## config.mk

```make
export PLATFORM = sky130hd
export DESIGN_NAME = load_unit_mc_flat
export DESIGN_NICKNAME = d
export VERILOG_FILES = /design/src/rtl/load_unit_mc_if.sv /design/src/rtl/load_unit_mc.sv /design/src/flat_wrapper.sv
export SDC_FILE = /design/constraint.sdc
export NUM_CORES = 1
export LEC_CHECK = 0
export ABC_AREA = 0
export BUFFER_PORTS_ARGS = -buffer_cell sky130_fd_sc_hd__buf_4
export CORE_MARGIN = 4
export CORE_UTILIZATION = 30
export DETAILED_ROUTE_END_ITERATION = 7
export PLACE_DENSITY = 0.54
export SETUP_SLACK_MARGIN = 0.15
export SYNTH_ARGS = -nofsm -noshare
export SYNTH_HDL_FRONTEND = slang
export SYNTH_SLANG_ARGS = --single-unit
```

## constraint.sdc

```tcl
create_clock -name clk -period 2.7 [get_ports clk]
set_input_delay 0.27 -clock clk [delete_from_list [all_inputs] [get_ports clk]]
set_output_delay 0.27 -clock clk [all_outputs]
set_load 0.02 [all_outputs]
```

## src/rtl/load_unit_mc_if.sv

```systemverilog
// Load-unit bundle: pipeline request/response, stall and data-memory read bus.
// "master" is the pipeline/memory side; "slave" is the load unit.
interface load_unit_mc_if #(
  parameter int ADDR_WIDTH = 32,
  parameter int MEM_WIDTH  = 16,
  parameter int DATA_WIDTH = 32,
  parameter int OPC_WIDTH  = 6
);
  logic                  req_valid;
  logic                  req_ready;
  logic [OPC_WIDTH-1:0]  req_opcode;
  logic [ADDR_WIDTH-1:0] req_addr;
  logic [DATA_WIDTH-1:0] req_rt_data;
  logic                  mem_re;
  logic [ADDR_WIDTH-1:0] mem_addr;
  logic [MEM_WIDTH-1:0]  mem_rdata;
  logic                  mem_ack;
  logic                  resp_valid;
  logic [DATA_WIDTH-1:0] resp_data;
  logic                  resp_addr_err;
  logic                  resp_bus_err;
  logic                  stall_req;

  modport master (
    output req_valid, req_opcode, req_addr, req_rt_data, mem_rdata, mem_ack,
    input  req_ready, mem_re, mem_addr, resp_valid, resp_data, resp_addr_err,
           resp_bus_err, stall_req
  );

  modport slave (
    input  req_valid, req_opcode, req_addr, req_rt_data, mem_rdata, mem_ack,
    output req_ready, mem_re, mem_addr, resp_valid, resp_data, resp_addr_err,
           resp_bus_err, stall_req
  );
endinterface

```

## src/rtl/load_unit_mc.sv

```systemverilog
// Multi-cycle MIPS load unit: fetches 1..4 big-endian beats over a MEM_WIDTH bus,
// then sign/zero-extends or lwl/lwr-merges the result for register write-back.
module load_unit_mc #(
  parameter int MEM_WIDTH  = 16,
  parameter int ADDR_WIDTH = 32,
  parameter int TIMEOUT    = 16
) (
  input logic           clk,
  input logic           rst,
  load_unit_mc_if.slave bus
);
  localparam int MEM_BYTES = MEM_WIDTH / 8;
  localparam int HALF_ALIGN = (MEM_BYTES > 2) ? MEM_BYTES : 2;
  localparam int TW = (TIMEOUT > 1) ? $clog2(TIMEOUT + 1) : 1;

  localparam logic [5:0] OP_LB  = 6'h20;
  localparam logic [5:0] OP_LH  = 6'h21;
  localparam logic [5:0] OP_LWL = 6'h22;
  localparam logic [5:0] OP_LW  = 6'h23;
  localparam logic [5:0] OP_LBU = 6'h24;
  localparam logic [5:0] OP_LHU = 6'h25;
  localparam logic [5:0] OP_LWR = 6'h26;

  typedef enum logic [1:0] {
    ST_IDLE  = 2'd0,
    ST_ISSUE = 2'd1,
    ST_DONE  = 2'd2
  } state_e;

  function automatic logic is_known(input logic [5:0] opc);
    case (opc)
      OP_LB, OP_LBU, OP_LH, OP_LHU, OP_LW, OP_LWL, OP_LWR: is_known = 1'b1;
      default:                                             is_known = 1'b0;
    endcase
  endfunction

  function automatic logic is_misaligned(input logic [5:0] opc, input logic [1:0] lo);
    case (opc)
      OP_LH, OP_LHU: is_misaligned = lo[0];
      OP_LW:         is_misaligned = (lo != 2'b00);
      default:       is_misaligned = 1'b0;
    endcase
  endfunction

  // Index of the last beat (beat count minus one)
  function automatic logic [1:0] last_beat(input logic [5:0] opc);
    case (opc)
      OP_LB, OP_LBU:         last_beat = 2'd0;
      OP_LH, OP_LHU:         last_beat = (MEM_BYTES == 1) ? 2'd1 : 2'd0;
      OP_LW, OP_LWL, OP_LWR: last_beat = 2'(4 / MEM_BYTES - 1);
      default:               last_beat = 2'd0;
    endcase
  endfunction

  function automatic logic [ADDR_WIDTH-1:0] start_addr(input logic [5:0] opc,
                                                      input logic [ADDR_WIDTH-1:0] a);
    case (opc)
      OP_LB, OP_LBU:         start_addr = a & ~ADDR_WIDTH'(MEM_BYTES - 1);
      OP_LH, OP_LHU:         start_addr = a & ~ADDR_WIDTH'(HALF_ALIGN - 1);
      OP_LW, OP_LWL, OP_LWR: start_addr = a & ~ADDR_WIDTH'(3);
      default:               start_addr = a;
    endcase
  endfunction

  // w holds the fetched unit right-justified; offset 0 is its most significant byte.
  function automatic logic [31:0] format_load(input logic [5:0]  opc,
                                              input logic [1:0]  n,
                                              input logic [31:0] w,
                                              input logic [31:0] rt);
    logic [1:0]  lane;
    logic [4:0]  bsh;
    logic [4:0]  hsh;
    logic [5:0]  rsh;
    logic [7:0]  b;
    logic [15:0] h;
    lane = n & 2'(MEM_BYTES - 1);
    bsh  = 5'(8 * (MEM_BYTES - 1 - int'(lane)));
    hsh  = ((MEM_BYTES == 4) && !n[1]) ? 5'd16 : 5'd0;
    rsh  = {1'b0, n, 3'b000} + 6'd8;
    b    = 8'(w >> bsh);
    h    = 16'(w >> hsh);
    case (opc)
      OP_LB:   format_load = {{24{b[7]}}, b};
      OP_LBU:  format_load = {24'd0, b};
      OP_LH:   format_load = {{16{h[15]}}, h};
      OP_LHU:  format_load = {16'd0, h};
      OP_LW:   format_load = w;
      OP_LWL:  format_load = (w << {n, 3'b000}) | (rt & ((32'd1 << {n, 3'b000}) - 32'd1));
      OP_LWR:  format_load = (rt & ~((32'd1 << rsh) - 32'd1)) | (w >> {~n, 3'b000});
      default: format_load = 32'd0;
    endcase
  endfunction

  state_e                state_q;
  logic [5:0]            opcode_q;
  logic [1:0]            addr_lo_q;
  logic [31:0]           rt_q;
  logic [1:0]            beat_q;
  logic [1:0]            last_q;
  logic [TW-1:0]         wait_q;
  logic [31:0]           asm_q;
  logic [31:0]           asm_d;
  logic [31+MEM_WIDTH:0] shift_s;
  logic                  mem_re_q;
  logic [ADDR_WIDTH-1:0] mem_addr_q;
  logic                  resp_valid_q;
  logic [31:0]           resp_data_q;
  logic                  addr_err_q;
  logic                  bus_err_q;
  logic                  stall_s;

  // Next assembly value: shift the acknowledged beat in at the LSB end
  always_comb begin
    shift_s = {asm_q, bus.mem_rdata};
    asm_d   = shift_s[31:0];
  end

  // Stall while a request is pending in IDLE and throughout the memory access
  always_comb begin
    stall_s = 1'b0;
    case (state_q)
      ST_IDLE:  stall_s = bus.req_valid;
      ST_ISSUE: stall_s = 1'b1;
      default:  stall_s = 1'b0;
    endcase
  end

  // Control FSM with registered bus and response outputs
  always_ff @(posedge clk) begin
    if (rst) begin
      state_q      <= ST_IDLE;
      opcode_q     <= 6'd0;
      addr_lo_q    <= 2'd0;
      rt_q         <= 32'd0;
      beat_q       <= 2'd0;
      last_q       <= 2'd0;
      wait_q       <= '0;
      asm_q        <= 32'd0;
      mem_re_q     <= 1'b0;
      mem_addr_q   <= '0;
      resp_valid_q <= 1'b0;
      resp_data_q  <= 32'd0;
      addr_err_q   <= 1'b0;
      bus_err_q    <= 1'b0;
    end else begin
      case (state_q)
        ST_IDLE: begin
          if (bus.req_valid) begin
            opcode_q   <= bus.req_opcode;
            addr_lo_q  <= bus.req_addr[1:0];
            rt_q       <= bus.req_rt_data;
            beat_q     <= 2'd0;
            last_q     <= last_beat(bus.req_opcode);
            wait_q     <= '0;
            asm_q      <= 32'd0;
            mem_addr_q <= start_addr(bus.req_opcode, bus.req_addr);
            if (!is_known(bus.req_opcode)) begin
              state_q      <= ST_DONE;
              resp_valid_q <= 1'b1;
              resp_data_q  <= 32'd0;
            end else if (is_misaligned(bus.req_opcode, bus.req_addr[1:0])) begin
              state_q      <= ST_DONE;
              resp_valid_q <= 1'b1;
              resp_data_q  <= 32'd0;
              addr_err_q   <= 1'b1;
            end else begin
              state_q  <= ST_ISSUE;
              mem_re_q <= 1'b1;
            end
          end else begin
            state_q <= ST_IDLE;
          end
        end
        ST_ISSUE: begin
          if (bus.mem_ack) begin
            asm_q      <= asm_d;
            mem_addr_q <= mem_addr_q + ADDR_WIDTH'(MEM_BYTES);
            wait_q     <= '0;
            if (beat_q == last_q) begin
              state_q      <= ST_DONE;
              mem_re_q     <= 1'b0;
              resp_valid_q <= 1'b1;
              resp_data_q  <= format_load(opcode_q, addr_lo_q, asm_d, rt_q);
            end else begin
              beat_q <= beat_q + 2'd1;
            end
          end else if ((TIMEOUT > 0) && (wait_q == TW'(TIMEOUT - 1))) begin
            state_q      <= ST_DONE;
            mem_re_q     <= 1'b0;
            resp_valid_q <= 1'b1;
            resp_data_q  <= 32'd0;
            bus_err_q    <= 1'b1;
          end else begin
            wait_q <= wait_q + TW'(1);
          end
        end
        ST_DONE: begin
          state_q      <= ST_IDLE;
          resp_valid_q <= 1'b0;
          addr_err_q   <= 1'b0;
          bus_err_q    <= 1'b0;
        end
        default: begin
          state_q      <= ST_IDLE;
          mem_re_q     <= 1'b0;
          resp_valid_q <= 1'b0;
          addr_err_q   <= 1'b0;
          bus_err_q    <= 1'b0;
        end
      endcase
    end
  end

  assign bus.req_ready     = (state_q == ST_IDLE) && !rst;
  assign bus.stall_req     = stall_s;
  assign bus.mem_re        = mem_re_q;
  assign bus.mem_addr      = mem_addr_q;
  assign bus.resp_valid    = resp_valid_q;
  assign bus.resp_data     = resp_data_q;
  assign bus.resp_addr_err = addr_err_q;
  assign bus.resp_bus_err  = bus_err_q;
endmodule

```

## src/flat_wrapper.sv

```systemverilog
// flat-port wrapper written by rule: the top's interface ports become plain ports
module load_unit_mc_flat 
#(
  parameter int MEM_WIDTH  = 16,
  parameter int ADDR_WIDTH = 32,
  parameter int TIMEOUT    = 16
)
  (clk, rst, bus_req_valid, bus_req_opcode, bus_req_addr, bus_req_rt_data, bus_mem_rdata, bus_mem_ack, bus_req_ready, bus_mem_re, bus_mem_addr, bus_resp_valid, bus_resp_data, bus_resp_addr_err, bus_resp_bus_err, bus_stall_req);
  load_unit_mc_if #(.ADDR_WIDTH(ADDR_WIDTH), .MEM_WIDTH(MEM_WIDTH), .DATA_WIDTH(32), .OPC_WIDTH(6)) bus_i ();
  input logic clk;
  input logic rst;
  input wire logic [$bits(bus_i.req_valid)-1:0] bus_req_valid;
  input wire logic [$bits(bus_i.req_opcode)-1:0] bus_req_opcode;
  input wire logic [$bits(bus_i.req_addr)-1:0] bus_req_addr;
  input wire logic [$bits(bus_i.req_rt_data)-1:0] bus_req_rt_data;
  input wire logic [$bits(bus_i.mem_rdata)-1:0] bus_mem_rdata;
  input wire logic [$bits(bus_i.mem_ack)-1:0] bus_mem_ack;
  output wire logic [$bits(bus_i.req_ready)-1:0] bus_req_ready;
  output wire logic [$bits(bus_i.mem_re)-1:0] bus_mem_re;
  output wire logic [$bits(bus_i.mem_addr)-1:0] bus_mem_addr;
  output wire logic [$bits(bus_i.resp_valid)-1:0] bus_resp_valid;
  output wire logic [$bits(bus_i.resp_data)-1:0] bus_resp_data;
  output wire logic [$bits(bus_i.resp_addr_err)-1:0] bus_resp_addr_err;
  output wire logic [$bits(bus_i.resp_bus_err)-1:0] bus_resp_bus_err;
  output wire logic [$bits(bus_i.stall_req)-1:0] bus_stall_req;
  assign bus_i.req_valid = bus_req_valid;
  assign bus_i.req_opcode = bus_req_opcode;
  assign bus_i.req_addr = bus_req_addr;
  assign bus_i.req_rt_data = bus_req_rt_data;
  assign bus_i.mem_rdata = bus_mem_rdata;
  assign bus_i.mem_ack = bus_mem_ack;
  assign bus_req_ready = bus_i.req_ready;
  assign bus_mem_re = bus_i.mem_re;
  assign bus_mem_addr = bus_i.mem_addr;
  assign bus_resp_valid = bus_i.resp_valid;
  assign bus_resp_data = bus_i.resp_data;
  assign bus_resp_addr_err = bus_i.resp_addr_err;
  assign bus_resp_bus_err = bus_i.resp_bus_err;
  assign bus_stall_req = bus_i.stall_req;
  load_unit_mc #(.MEM_WIDTH(MEM_WIDTH), .ADDR_WIDTH(ADDR_WIDTH), .TIMEOUT(TIMEOUT)) u_core (.clk(clk), .rst(rst), .bus(bus_i));
endmodule
```

==> qor.yml <==
status:
  status: "complete, no violations"
pwr:
  power.ir.vdd_worst_mv: 0.2522
  p_leak_nw: 3.696
  power-per-cell-area_nw_per_um2: 558.7
drt:
  drt-pass1-iter-count: 5
  wl_mm: 25.52
  routed_wire_length_per_instance_um: 19.10
  postRouteAntennaNets: 0
  detail_route.vias_per_cell: 5.480
  detailedRoute.firstIterationViolations: 611
  post-route-drc-count: 0
  route.vias.total: 7321
timing:
  clock.fmax_mhz: 424.9
  hold_violations: 0
  timing.max_slew.rel_slack: 0.4904
  worst_clock_skew_ns: 0.01661
  post-route-period-util: 0.8717
  rsz0062_at_grt: "false"
  drv_slew: 0
  timing.final.crit_period_ns: 2.354
  transition_time_of_the_tightest_slew_check_pin_ns: 0.7627
  setup_total_negative_slack_ns: 0
  report.final.setup_viol: 0
worst_setup_path:
  cpMostUsedCell: "ha_1"
  critPathArrivalTime_ns: 2.67
  endpoint_kind: "flop"
  crit_path_max_fanout: 16
  critPathRequiredTime_ns: 3.02
  timing.reg2reg.setup_slack_ns: 0.35
  reg2reg_depth: 8
  crit_slowest_cell: "a311o_1"
  slowest_delay_ns: 0.38
  worstPathCellList: "ha_1 -> and3_1 -> ha_1 -> nor2b_1 -> a311o_1 -> and2_4 -> and3_2 -> a22o_1"
  startpoint_type: "flop"
  type_of_the_worst_setup_path: "reg -> reg"
floorplanning:
  die_area_um2: 26920
  die_w_um: 164.1
  initial_util: 0.3077
  die_h_um: 164.1
  placement_rows: 56
  placeableCoreArea_um2: 23750
  design.portCount: 160
global_routing:
  grt_first_pass_wirelength_mm: 39.06
  antenna_found_initial: 0
  groute.usage.overall: 0.1856
  grt_max_degree: 53
  first_global_vias: 6812
  global_route.overflow_total: 0
synthesis:
  syn-instance-count: 869
  syn-cell-area_um2: 7308
  synthesis.nets: 965
  synthFlopType: "dfxtp_1"
  synth_edf_count: 0
  post_synth_xor_area_fraction: 0.004794
  synth_cell_type_count: 69
  number_of_warning_messages_in_the_yosys_log: 0
  mux_cell_area_share_after_synthesis: 0.09416
  synth_top_cell_by_area: "dfxtp_1"
  post_synth_most_frequent_cells: "134 x dfxtp_1, 128 x nand2_1, 88 x a21oi_1, 55 x nor2_1, 38 x a22o_1"
  synth_compound_area_frac: 0.2671
  synthTopCellsByArea: "dfxtp_1 37%, nand2_1 6.6%, a21oi_1 6.0%"
  synthMostInstantiatedCell: "dfxtp_1"
  avgSynthCellArea_um2: 8.410
  synth-async-reset-ratio: 0
  synth_seq_cells: 134
  synth_seq_area_share: 0.3671
  synth-adder-area-share: 0.01027
  synth_top_family_by_area: "compound AO/OA/AOI/OAI gates"
  synth.top_cell.area_share: 0.3671
  yosys.area_share.simple: 0.2015
final_layout:
  final_cell_area_um2: 9424
  layout-area-overhead-vs-synth_pct: 28.95
  drive_above_1_share: 0.2694
  area_of_combinational_cells_with_multiple_inputs_um2: 4237
  layout.core_utilization: 0.3968
  post_layout_cell_count: 1336
  n_antenna_cell: 0
  layout.area.seq_um2: 2684
  finalNetCount: 1100
  fill_cells: 2459
placed_design:
  placed_cell_area_um2: 8837
  hpwl_mm: 18.18
  numPortBuffers: 159
  placedCellCount: 1304
  gp_routability_congestion: 0.8756
run:
  maxCapViolCount: 0
clock_tree:
  worstSkewPairLatency_ns: 0.43
  worst_setup_hold_path_clk_slew_ns: 0.06
  clock_buffer_count_from_cts: 17
  cts_sink_cnt: 134
  cts-root-buf: "clkbuf_16"
  clock_tree.htree_level_count: 4
  cts-root-to-sink-buffers: 2
  post-cts-setup-buffers: 0
  cts_tree: "built"
worst_hold_path:
  cell_count_of_the_worst_hold_path: 3
  timing.hold.worst.class: "in -> reg"
==> kinds of logic after synthesis <==
| group | Yosys count |
|---|---|
| xor+xnor | 4 |
| simple gates | 302 |
| buf+inv | 93 |
| fa+ha+maj | 6 |
| flops | 134 |
| compound gates | 283 |
| mux | 47 |
==> power by group <==
part           total [W]  leakage, nW  internal [W]  switching, W
sequential       0.00217         1.09       0.00206      0.000109
clock            0.00233        0.272       0.00141      0.000924
combinational   0.000764         2.33      0.000336      0.000428
==> registers in the layout, indices dropped and copies added, names as in the netlist, 5 cells and up <==
| register | cells |
|---|---|
| u_core.bus.mem_addr | 32 |
| u_core.bus.resp_data | 32 |
| u_core.wait_q | 5 |
| u_core.asm_q | 16 |
| u_core.opcode_q | 6 |
| u_core.rt_q | 32 |
==> routing by layer <==
layer / wire length, um / vias up / global-route usage / share of wire
met2: 11820 / 270 / 0.2861 / 0.46
met3: 2145 / 26 / 0.06324 / 0.084
met4: 429 / 0 / 0.05681 / 0.017
li1: - / 3524 / - / -
met1: 11130 / 3501 / 0.2455 / 0.44
met5: 0 / - / 0 / 0
==> through the flow <==
step | power (W) | setup WS (ns) | hold slack [ns]
floorplan | 0.002622 | 0.4050 | 0.4027
global placement | 0.002973 | 0.2711 | 0.4476
detailed placement | 0.002975 | 0.2405 | 0.4401
CTS | 0.005317 | 0.2323 | 0.07534
global route | 0.005485 | 0.2162 | 0.09585
finish | 0.005265 | 0.3464 | 0.09294
==> cell usage in the layout (no fill, tap or decap), types with 9 or more instances in the layout <==
| cell type | instances |
|---|---|
| a22oi_1 | 30 |
| a211oi_1 | 13 |
| a21oi_1 | 88 |
| mux2i_1 | 17 |
| and3_1 | 9 |
| buf_4 | 187 |
| o2bb2ai_1 | 23 |
| nand3_1 | 35 |
| mux2_2 | 14 |
| dfxtp_1 | 133 |
| mux4_2 | 16 |
| inv_1 | 20 |
| nor2_1 | 53 |
| a22o_1 | 38 |
| clkbuf_16 | 17 |
| nand2_1 | 128 |
| nor3_1 | 21 |
| nor4_1 | 9 |
| o21ai_0 | 27 |
==> worst max-delay path, delay by kind of cell (launching register included) <==
family / cells / cell delay [ns]
adders and majority gates: 2 / 0.44
and+or+nand+nor: 4 / 0.86
AOI/OAI and AO/OA: 2 / 0.62
DFF: 1 / 0.33
==> worst paths after layout <==
check	to	from
max	u_core.bus.resp_data[8]$_SDFFE_PP0P_	u_core.wait_q[0]$_SDFFE_PP0P_
min	u_core.rt_q[19]$_SDFFE_PP0P_	bus_req_rt_data[19]
max reg2reg	u_core.bus.resp_data[8]$_SDFFE_PP0P_	u_core.wait_q[0]$_SDFFE_PP0P_
min reg2reg	u_core.rt_q[7]$_SDFFE_PP0P_	u_core.rt_q[7]$_SDFFE_PP0P_
==> what timing repair did <==
item                                    4_1_cts  5_1_grt
endpoints found under the setup margin        0       16
hold buffers                                  0        0
endpoints found under the hold margin         0        0
resized for setup                             0        1
==> final cells by class <==
type / count / share of cell area
Sequential cell: 134 / 0.2848
Tap cell: 319 / 0.04235
Inverter: 20 / 0.007966
Multi-Input combinational cell: 642 / 0.4495
Clock inverter: 11 / 0.01328
Timing Repair Buffer: 189 / 0.1532
Clock buffer: 21 / 0.04886
No activity file was read; power rests on OpenSTA's default activity.
